**config.mk**
```make
export PLATFORM = sky130hd
export DESIGN_NAME = mealy_pattern_detector
export DESIGN_NICKNAME = d
export VERILOG_FILES = /design/src/rtl/mealy_det_pkg.sv /design/src/rtl/mealy_det_next_state.sv /design/src/rtl/mealy_pattern_detector.sv
export SDC_FILE = /design/constraint.sdc
export NUM_CORES = 1
export LEC_CHECK = 0
export ABC_CLOCK_PERIOD_IN_PS = 2700
export BUFFER_PORTS_ARGS = -buffer_cell sky130_fd_sc_hd__buf_4
export CORE_MARGIN = 10
export CORE_UTILIZATION = 42
export DETAILED_ROUTE_END_ITERATION = 8
export HOLD_SLACK_MARGIN = 0.02
export PLACE_DENSITY = 0.65
export SLEW_MARGIN = 10
export SYNTH_ARGS = -nofsm -noshare
export SYNTH_HDL_FRONTEND = slang
export SYNTH_HIERARCHICAL = 1
export SYNTH_SLANG_ARGS = --single-unit
```
**constraint.sdc**
```tcl
create_clock -name clk -period 2.7 [get_ports clk]
set_input_delay 0.54 -clock clk [delete_from_list [all_inputs] [get_ports clk]]
set_output_delay 0.54 -clock clk [all_outputs]
set_load 0.02 [all_outputs]
```
**src/rtl/mealy_det_pkg.sv**
```systemverilog
// ============================================================================
// Module      : mealy_det_pkg
// Description : Shared constants and elaboration-time helpers (clog2, KMP
//               prefix fallback) for the Mealy pattern detector.
// Revision    : 1.0 - initial release
// ============================================================================
`default_nettype none

package mealy_det_pkg;

  localparam int          DEF_PAT_W   = 4;
  localparam logic [15:0] DEF_PATTERN = 16'b1011;

  function automatic int clog2(input int v);
    int r;
    r = 0;
    while ((1 << r) < v) r++;
    return r;
  endfunction

  // Bit i of the pattern in arrival order (i = 0 is the first bit received).
  function automatic logic arr_bit(input logic [15:0] pat, input int pat_w, input int i);
    int idx;
    idx = pat_w - 1 - i;
    return pat[idx[3:0]];
  endfunction

  // Longest k <= kmax such that the last k bits of (prefix_s, xb) equal the
  // first k pattern bits.
  function automatic int border(input logic [15:0] pat, input int pat_w,
                                input int s, input logic xb, input int kmax);
    int   pos;
    logic sb;
    logic ok;
    for (int k = kmax; k >= 1; k--) begin
      ok = 1'b1;
      for (int i = 0; i < k; i++) begin
        pos = s + 1 - k + i;
        sb  = (pos == s) ? xb : arr_bit(pat, pat_w, pos);
        if (sb != arr_bit(pat, pat_w, i)) ok = 1'b0;
      end
      if (ok) return k;
    end
    return 0;
  endfunction

  function automatic int next_of(input logic [15:0] pat, input int pat_w,
                                 input bit overlap, input int s, input logic xb);
    if (s >= pat_w) return 0;
    if (s == pat_w - 1 && xb == arr_bit(pat, pat_w, pat_w - 1))
      return overlap ? border(pat, pat_w, s, xb, pat_w - 1) : 0;
    if (xb == arr_bit(pat, pat_w, s))
      return s + 1;
    return border(pat, pat_w, s, xb, s);
  endfunction

endpackage

`default_nettype wire

```
**src/rtl/mealy_det_next_state.sv**
```systemverilog
// ============================================================================
// Module      : mealy_det_next_state
// Description : Combinational next-state lookup; the table is built from
//               PATTERN at elaboration time.
// Revision    : 1.0 - initial release
// ============================================================================
`default_nettype none

module mealy_det_next_state
  import mealy_det_pkg::*;
#(
  parameter int               PAT_W   = DEF_PAT_W,
  parameter logic [PAT_W-1:0] PATTERN = PAT_W'(DEF_PATTERN),
  parameter bit               OVERLAP = 1'b1
) (
  input  logic [clog2(PAT_W)-1:0] state,
  input  logic                    x,
  output logic [clog2(PAT_W)-1:0] next_state
);

  localparam int          SW    = clog2(PAT_W);
  localparam int          DEPTH = 1 << SW;
  localparam logic [15:0] PAT16 = 16'(PATTERN);

  logic [SW-1:0] tbl0 [DEPTH];
  logic [SW-1:0] tbl1 [DEPTH];

  // Unreachable encodings (state >= PAT_W) map back to the empty prefix.
  for (genvar s = 0; s < DEPTH; s++) begin : g_tbl
    localparam logic [SW-1:0] N0 = SW'(next_of(PAT16, PAT_W, OVERLAP, s, 1'b0));
    localparam logic [SW-1:0] N1 = SW'(next_of(PAT16, PAT_W, OVERLAP, s, 1'b1));
    assign tbl0[s] = N0;
    assign tbl1[s] = N1;
  end

  assign next_state = x ? tbl1[state] : tbl0[state];

endmodule

`default_nettype wire

```
**src/rtl/mealy_pattern_detector.sv**
```systemverilog
// ============================================================================
// Module      : mealy_pattern_detector
// Description : Serial PAT_W-bit Mealy pattern detector with saturating match
//               counter. Optional registered flag Y_q via MEALY_DET_REG_OUT_EN.
// Revision    : 1.0 - initial release
// ============================================================================
`default_nettype none

module mealy_pattern_detector
  import mealy_det_pkg::*;
#(
  parameter int               PAT_W   = DEF_PAT_W,
  parameter logic [PAT_W-1:0] PATTERN = PAT_W'(DEF_PATTERN),
  parameter bit               OVERLAP = 1'b1,
  parameter int               CNT_W   = 8
) (
  input  logic                    clk,
  input  logic                    reset,
  input  logic                    x,
  input  logic                    x_valid,
  input  logic                    clear,
  output logic                    Y,
  output logic [clog2(PAT_W)-1:0] state,
  output logic [CNT_W-1:0]        match_cnt,
  output logic                    cnt_sat,
  output logic                    Y_q
);

  localparam int               SW      = clog2(PAT_W);
  localparam logic [SW-1:0]    LAST    = SW'(PAT_W - 1);
  localparam logic [CNT_W-1:0] CNT_MAX = '1;

  logic [SW-1:0] next_state;

  mealy_det_next_state #(
    .PAT_W   (PAT_W),
    .PATTERN (PATTERN),
    .OVERLAP (OVERLAP)
  ) u_next (
    .state      (state),
    .x          (x),
    .next_state (next_state)
  );

  assign Y = x_valid & (state == LAST) & (x == PATTERN[0]);

  always_ff @(posedge clk or posedge reset) begin
    if (reset)
      state <= '0;
    else if (x_valid)
      state <= next_state;
  end

  // clear wins over a coincident match; sat flag sets on reaching all-ones.
  always_ff @(posedge clk or posedge reset) begin
    if (reset) begin
      match_cnt <= '0;
      cnt_sat   <= 1'b0;
    end else if (clear) begin
      match_cnt <= '0;
      cnt_sat   <= 1'b0;
    end else if (Y) begin
      if (match_cnt != CNT_MAX) match_cnt <= match_cnt + 1'b1;
      if (match_cnt >= CNT_MAX - 1'b1) cnt_sat <= 1'b1;
    end
  end

`ifdef MEALY_DET_REG_OUT_EN
  always_ff @(posedge clk or posedge reset) begin
    if (reset)
      Y_q <= 1'b0;
    else
      Y_q <= Y;
  end
`else
  assign Y_q = 1'b0;
`endif

endmodule

`default_nettype wire

```
==> metrics.txt, run 1 <==
# TYPE chip_impl_metric gauge
chip_impl_metric{name="final_global_route_overflow_total",unit=""} 0
chip_impl_metric{name="start_util",unit="%"} 46.6
chip_impl_metric{name="synth-warning-count",unit=""} 6
chip_impl_info{name="clock_tree.root_cell",value="clkbuf_4"} 1
chip_impl_metric{name="antenna-diode-count",unit=""} 0
chip_impl_info{name="synth.top_cells.by_area",value="dfrtp_1, nor2_1, ha_1"} 1
chip_impl_metric{name="worstPathRequired",unit="ns"} 2.16
chip_impl_metric{name="timing.clock.skew",unit="ns"} 0.00636
chip_impl_metric{name="synth_seq_area_share",unit="%"} 43.2
chip_impl_info{name="timing.setup.critical_path_class",value="register to primary output"} 1
chip_impl_metric{name="crit_arrival",unit="ns"} 1.25
chip_impl_metric{name="instances_no_fill",unit=""} 96
chip_impl_metric{name="synth.lib_cells_used.distinct",unit=""} 27
chip_impl_info{name="cts_tree",value="built"} 1
chip_impl_metric{name="period_needed",unit="ns"} 1.79
chip_impl_metric{name="worst_path_largest_cell_delay",unit="ns"} 0.41
chip_impl_metric{name="total_leakage_power",unit="nW"} 0.368
chip_impl_metric{name="timing.critical_path.fanout_max",unit=""} 6
chip_impl_info{name="worst_path_max_delay_cell",value="dfrtp_1"} 1
chip_impl_metric{name="timing.fmax",unit="MHz"} 558
chip_impl_metric{name="clockBufferDepth",unit=""} 2
chip_impl_metric{name="layout_worst_path_cycle_share",unit="%"} 66.4
chip_impl_metric{name="grt_pass1_vias",unit=""} 509
chip_impl_metric{name="final_layout_size_suffix_gt1_share",unit="%"} 33.3
chip_impl_metric{name="dpl_cell_area",unit="sq um"} 757
chip_impl_metric{name="postCtsSetupRepairBufs",unit=""} 0
chip_impl_metric{name="clock_pin_transition_on_the_worst_setup_and_hold_timing_paths",unit="ns"} 0.07
chip_impl_info{name="synth_top_flop_cell",value="dfrtp_1"} 1
chip_impl_metric{name="vias_after_detailed_routing",unit=""} 516
chip_impl_metric{name="post-route-drc-count",unit=""} 0
chip_impl_info{name="critical_path.top_delay_family",value="flip-flops"} 1
chip_impl_metric{name="grt_first_pass_wirelength",unit="um"} 2280
chip_impl_metric{name="area_growth_syn_to_layout",unit="%"} 23.0
chip_impl_metric{name="gp_congestion",unit=""} 0.735
chip_impl_metric{name="synth_cells",unit=""} 64
chip_impl_metric{name="finalInstanceArea",unit="sq um"} 783
chip_impl_info{name="grt_setup_unrepaired",value="no"} 1
chip_impl_metric{name="fp.dieArea",unit="sq um"} 3470
chip_impl_metric{name="post-synth-top-area-fraction",unit="%"} 43.2
chip_impl_metric{name="wire_per_inst",unit="um"} 13.6
chip_impl_metric{name="finalHoldViolations",unit=""} 0
chip_impl_metric{name="timing.setup.tns",unit="ns"} 0
chip_impl_metric{name="place_worst_setup_slack",unit="ns"} 0.942
chip_impl_metric{name="n_fill_cell",unit=""} 136
chip_impl_info{name="worstSetupStartpointType",value="register"} 1
chip_impl_info{name="setup.worst_path.end_class",value="primary output"} 1
chip_impl_metric{name="final-max-slew-violation-count",unit=""} 0
chip_impl_metric{name="setup_viol_count_final",unit=""} 0
chip_impl_metric{name="yosys_register_bits",unit=""} 11
chip_impl_info{name="timing.critical_path.cells",value="nand4_2 -> inv_1 -> buf_4"} 1
chip_impl_metric{name="mappedNetlistArea",unit="sq um"} 637
chip_impl_metric{name="routed_via_density",unit=""} 5.38
chip_impl_metric{name="synth-edff-count",unit=""} 0
chip_impl_metric{name="h-tree-depth",unit=""} 1
chip_impl_metric{name="fin_nets",unit=""} 89
chip_impl_metric{name="top_level_ports",unit=""} 18
chip_impl_metric{name="detailedPlacementHpwl",unit="um"} 1060
chip_impl_metric{name="core-area",unit="sq um"} 1370
chip_impl_metric{name="post_cts_resize_count",unit=""} 0
chip_impl_metric{name="average_cell_area_after_synthesis",unit="sq um"} 9.95
chip_impl_metric{name="layout.core_utilization",unit="%"} 57.3
chip_impl_info{name="timing.hold.worst.class",value="input pin to asynchronous set/reset pin"} 1
chip_impl_metric{name="clock_sinks",unit=""} 11
chip_impl_metric{name="grt_antenna_before_repair",unit=""} 0
chip_impl_metric{name="total_global_routing_track_utilization",unit="%"} 8.34
chip_impl_metric{name="antenna_violating_nets_post_route",unit=""} 0
chip_impl_metric{name="die_width",unit="um"} 58.9
chip_impl_metric{name="rows",unit=""} 13
chip_impl_metric{name="dpl.cell_count",unit=""} 92
chip_impl_metric{name="maxCapViolCount",unit=""} 0
chip_impl_metric{name="holdWs",unit="ns"} 0.270
chip_impl_metric{name="clock_latency",unit="ns"} 0.26
chip_impl_metric{name="final_critical_path_setup_slack",unit="ns"} 0.908
chip_impl_metric{name="worst-path-buf-inv",unit=""} 2
chip_impl_metric{name="max-vdd-ir-drop",unit="V"} 0.000384
chip_impl_metric{name="drt_iter0_markers",unit=""} 9
chip_impl_metric{name="io_buffer_count",unit=""} 16
chip_impl_metric{name="numCtsBuffers",unit=""} 3
chip_impl_metric{name="die_y",unit="um"} 58.9
chip_impl_metric{name="totalWireLength",unit="um"} 1310
chip_impl_metric{name="power.density_cell_area",unit="nW/um^2"} 418
chip_impl_metric{name="drt-pass1-iter-count",unit=""} 4
chip_impl_metric{name="power",unit="mW"} 0.327
chip_impl_metric{name="postCtsHoldBufs",unit=""} 0
chip_impl_metric{name="synth_fp_nets",unit=""} 71
chip_impl_metric{name="synth_async_sr_flop_share",unit="%"} 100
chip_impl_metric{name="largest_net_degree_at_the_start_of_global_routing",unit=""} 12
chip_impl_info{name="status",value="completed"} 1
chip_impl_info{name="top_cell_type_by_total_area_after_synthesis",value="dfrtp_1"} 1
-- metal layers --
layer	track usage [%]	vias up	part of all wire (%)
met5	0	-	0
met4	0.984	0	0.76
met3	5.36	2	8.1
met2	13.5	18	48
met1	9.23	241	43
li1	-	255	-
-- sequential cells by signal, summed over array words and instances, names as in the netlist --
register and cells:
cnt_sat 1, match_cnt 8, state 2
-- layout by cell type (no fill, tap or decap), types with 3 or more instances in the layout --
master	instances
dfrtp_1	11
nor2_1	10
clkbuf_4	3
inv_1	4
nor3_1	3
nand2_1	5
buf_4	16
-- area by class of cell --
cell class / count / area, sq um / share of cell area (%)
Tap cell: 15 / 18.8 / 2.40
Inverter: 4 / 15.0 / 1.92
Multi-Input combinational cell: 46 / 328 / 41.9
Clock buffer: 4 / 26.3 / 3.35
Timing Repair Buffer: 16 / 120 / 15.3
Sequential cell: 11 / 275 / 35.1
-- logic make-up (layout without fill, tap and decap cells) --
logic type               Yosys count  in the layout  synth area share [%]
AO/OA/AOI/OAI                      7              7                  8.84
XOR/XNOR                           2              2                  2.75
adder cells (fa/ha/maj)            2              2                  3.93
buffers and inverters              7             24                  5.30
flip-flops                        11             11                  43.2
multiplexers                       4              4                  7.46
other                              1              1                 0.589
AND/OR/NAND/NOR                   30             30                  27.9
-- cells in the mapped netlist, drive strengths merged (2+ instances only) --
library cell  count
dfrtp            11
nor2             10
nand2             5
inv               4
buf               3
mux2              3
nand3             3
nand4             3
nor3              3
a211oi            2
ha                2
nor2b             2
nor4              2
xnor2             2
-- power by group --
group	switching, mW	total, mW	internal (mW)
clock network	0.0501	0.107	0.0570
registers	0.00693	0.177	0.170
logic	0.0246	0.0435	0.0189
total	0.0817	0.327	0.246
-- worst paths after layout --
kind	startpoint	endpoint	slack (ns)	depth (start not counted)
worst max-delay path	state[0]	Y	0.91	3
max in group asynchronous	reset	match_cnt[1]	2.13	2
min in group clk	cnt_sat	cnt_sat	0.51	2
worst min register to register	cnt_sat	cnt_sat	0.51	2
worst min-delay path	reset	match_cnt[3]	0.27	2
worst max register to register	match_cnt[0]	match_cnt[7]	1.02	5
Note: power is estimated with default switching activity, not from simulation.
==> run 2, diff against run 1 <==
- ABC_CLOCK_PERIOD_IN_PS: 2700 -> 1900
- clock period: 2.7 -> 1.9 ns (I/O delays scaled with it)
==> run 2 against run 1 <==
Register-to-register slack lost 0.79 ns; clock-buffer cell count unchanged; final area did not move; die area stayed put; core utilization is the same; critical endpoint unchanged.
==> metrics.txt, run 2 (synthesis gave the netlist of run 1 again) <==
# TYPE chip_impl_metric gauge
chip_impl_info{name="status",value="completed"} 1
chip_impl_metric{name="finalInstanceArea",unit="sq um"} 783
chip_impl_info{name="grt_setup_unrepaired",value="no"} 1
chip_impl_metric{name="grt_antenna_before_repair",unit=""} 0
chip_impl_metric{name="fin_nets",unit=""} 89
chip_impl_metric{name="numCtsBuffers",unit=""} 3
chip_impl_info{name="layout_common_cells",value="buf_4, dfrtp_1, nor2_1"} 1
chip_impl_metric{name="finalHoldViolations",unit=""} 0
chip_impl_metric{name="dpl_cell_area",unit="sq um"} 757
chip_impl_metric{name="clock_sinks",unit=""} 11
chip_impl_metric{name="setup_viol_count_final",unit=""} 0
chip_impl_metric{name="core-area",unit="sq um"} 1370
chip_impl_info{name="setup.worst_path.end_class",value="primary output"} 1
chip_impl_metric{name="detailedPlacementHpwl",unit="um"} 1060
chip_impl_metric{name="routed_via_density",unit=""} 5.66
chip_impl_metric{name="worstPathRequired",unit="ns"} 1.52
chip_impl_metric{name="maxCapViolCount",unit=""} 0
chip_impl_metric{name="rows",unit=""} 13
chip_impl_info{name="timing.hold.worst.class",value="input pin to asynchronous set/reset pin"} 1
chip_impl_metric{name="largest_register_ff_count",unit=""} 8
chip_impl_info{name="timing.critical_path.cells",value="nand4_2 -> inv_1 -> buf_4"} 1
chip_impl_metric{name="final-max-slew-violation-count",unit=""} 0
chip_impl_metric{name="vias_after_detailed_routing",unit=""} 543
chip_impl_metric{name="drt_iter0_markers",unit=""} 11
chip_impl_info{name="cts_tree",value="built"} 1
chip_impl_metric{name="worst_path_largest_cell_delay",unit="ns"} 0.41
chip_impl_metric{name="timing.fmax",unit="MHz"} 586
chip_impl_metric{name="clock_latency",unit="ns"} 0.27
chip_impl_metric{name="die_y",unit="um"} 58.9
chip_impl_metric{name="layout_worst_path_cycle_share",unit="%"} 89.9
chip_impl_info{name="timing.setup.critical_path_class",value="register to primary output"} 1
chip_impl_metric{name="timing.critical_path.fanout_max",unit=""} 6
chip_impl_metric{name="antenna_violating_nets_post_route",unit=""} 0
chip_impl_metric{name="totalWireLength",unit="um"} 1400
chip_impl_metric{name="clockBufferDepth",unit=""} 2
chip_impl_metric{name="crit_arrival",unit="ns"} 1.33
chip_impl_metric{name="timing.clock.skew",unit="ns"} 0.00562
chip_impl_metric{name="io_buffer_count",unit=""} 16
chip_impl_metric{name="wire_per_inst",unit="um"} 14.6
chip_impl_info{name="worstSetupStartpointType",value="register"} 1
chip_impl_metric{name="timing.setup.tns",unit="ns"} 0
chip_impl_metric{name="total_global_routing_track_utilization",unit="%"} 8.90
chip_impl_metric{name="postCtsSetupRepairBufs",unit=""} 0
chip_impl_metric{name="period_needed",unit="ns"} 1.71
chip_impl_info{name="most_common_library_cell_in_the_layout_ignoring_fill_and_taps",value="buf_4"} 1
chip_impl_metric{name="postCtsHoldBufs",unit=""} 0
chip_impl_metric{name="antenna-diode-count",unit=""} 0
chip_impl_info{name="top_regs",value="match_cnt x8, state x2, cnt_sat x1"} 1
chip_impl_metric{name="top_level_ports",unit=""} 18
chip_impl_metric{name="power.density_cell_area",unit="nW/um^2"} 603
chip_impl_metric{name="grt_pass1_vias",unit=""} 540
chip_impl_info{name="worst_path_max_delay_cell",value="dfrtp_1"} 1
chip_impl_metric{name="start_util",unit="%"} 46.6
chip_impl_metric{name="grt_first_pass_wirelength",unit="um"} 2510
chip_impl_metric{name="die_width",unit="um"} 58.9
chip_impl_metric{name="fp.dieArea",unit="sq um"} 3470
chip_impl_metric{name="post_cts_resize_count",unit=""} 0
chip_impl_metric{name="max-vdd-ir-drop",unit="V"} 0.000307
chip_impl_metric{name="gp_congestion",unit=""} 0.719
chip_impl_metric{name="drt-pass1-iter-count",unit=""} 4
chip_impl_info{name="clock_tree.root_cell",value="clkbuf_4"} 1
chip_impl_metric{name="final_global_route_overflow_total",unit=""} 0
chip_impl_metric{name="post-route-drc-count",unit=""} 0
chip_impl_metric{name="largest_net_degree_at_the_start_of_global_routing",unit=""} 12
chip_impl_metric{name="clock_pin_transition_on_the_worst_setup_and_hold_timing_paths",unit="ns"} 0.07
chip_impl_metric{name="holdWs",unit="ns"} 0.104
chip_impl_info{name="regMostFlops",value="match_cnt"} 1
chip_impl_metric{name="total_leakage_power",unit="nW"} 0.368
chip_impl_metric{name="final_layout_size_suffix_gt1_share",unit="%"} 33.3
chip_impl_metric{name="area_growth_syn_to_layout",unit="%"} 23.0
chip_impl_metric{name="h-tree-depth",unit=""} 1
==> run 2: critical path, delay by kind of cell, from the launching register on <==
family                 cells  cell delay [ns]
buffers and inverters      2             0.41
DFF                        1             0.41
and+or+nand+nor            1             0.23
==> run 2: through the flow <==
stage	cells	power, mW	setup WS (ns)	utilization [%]
after global placement	92	0.317	0.286	55.4
after CTS	96	0.482	0.212	57.3
after global routing	96	0.496	0.118	57.3
final	96	0.473	0.193	57.3
after floorplan	64	0.293	0.223	-
after detailed placement	92	0.319	0.241	55.4
==> run 2: worst paths after layout <==
check / from / end / slack (ns) / cells after the start
max in group asynchronous: reset / match_cnt[7] / 1.49 / 2
setup / recovery: state[0] / Y / 0.19 / 3
hold reg to reg: cnt_sat / cnt_sat / 0.51 / 2
setup reg to reg: match_cnt[0] / match_cnt[7] / 0.23 / 5
hold / removal: reset / state[0] / 0.10 / 2
min in group clk: clear / match_cnt[0] / 0.34 / 2
==> run 2: layout make-up <==
type / count / area, sq um
tap: 15 / 18.8
sequential: 11 / 275
multi-input combinational: 46 / 328
inverter: 4 / 15.0
timing repair buffer: 16 / 120
clock buffer: 4 / 26.3
fill: 140 / 583
==> run 2: per-layer routing <==
metal	vias up	GRT usage (%)	wire length, um
met5	-	0	0
li1	258	-	-
met3	2	3.43	108
met2	25	13.4	649
met4	0	2.95	8
met1	258	11.3	631
==> run 2: report_power, final <==
part / internal [mW] / switching, mW / total (mW)
Clock: 0.0812 / 0.0779 / 0.159
Sequential: 0.241 / 0.00996 / 0.251
Combinational: 0.0268 / 0.0355 / 0.0624
Total: 0.349 / 0.123 / 0.473
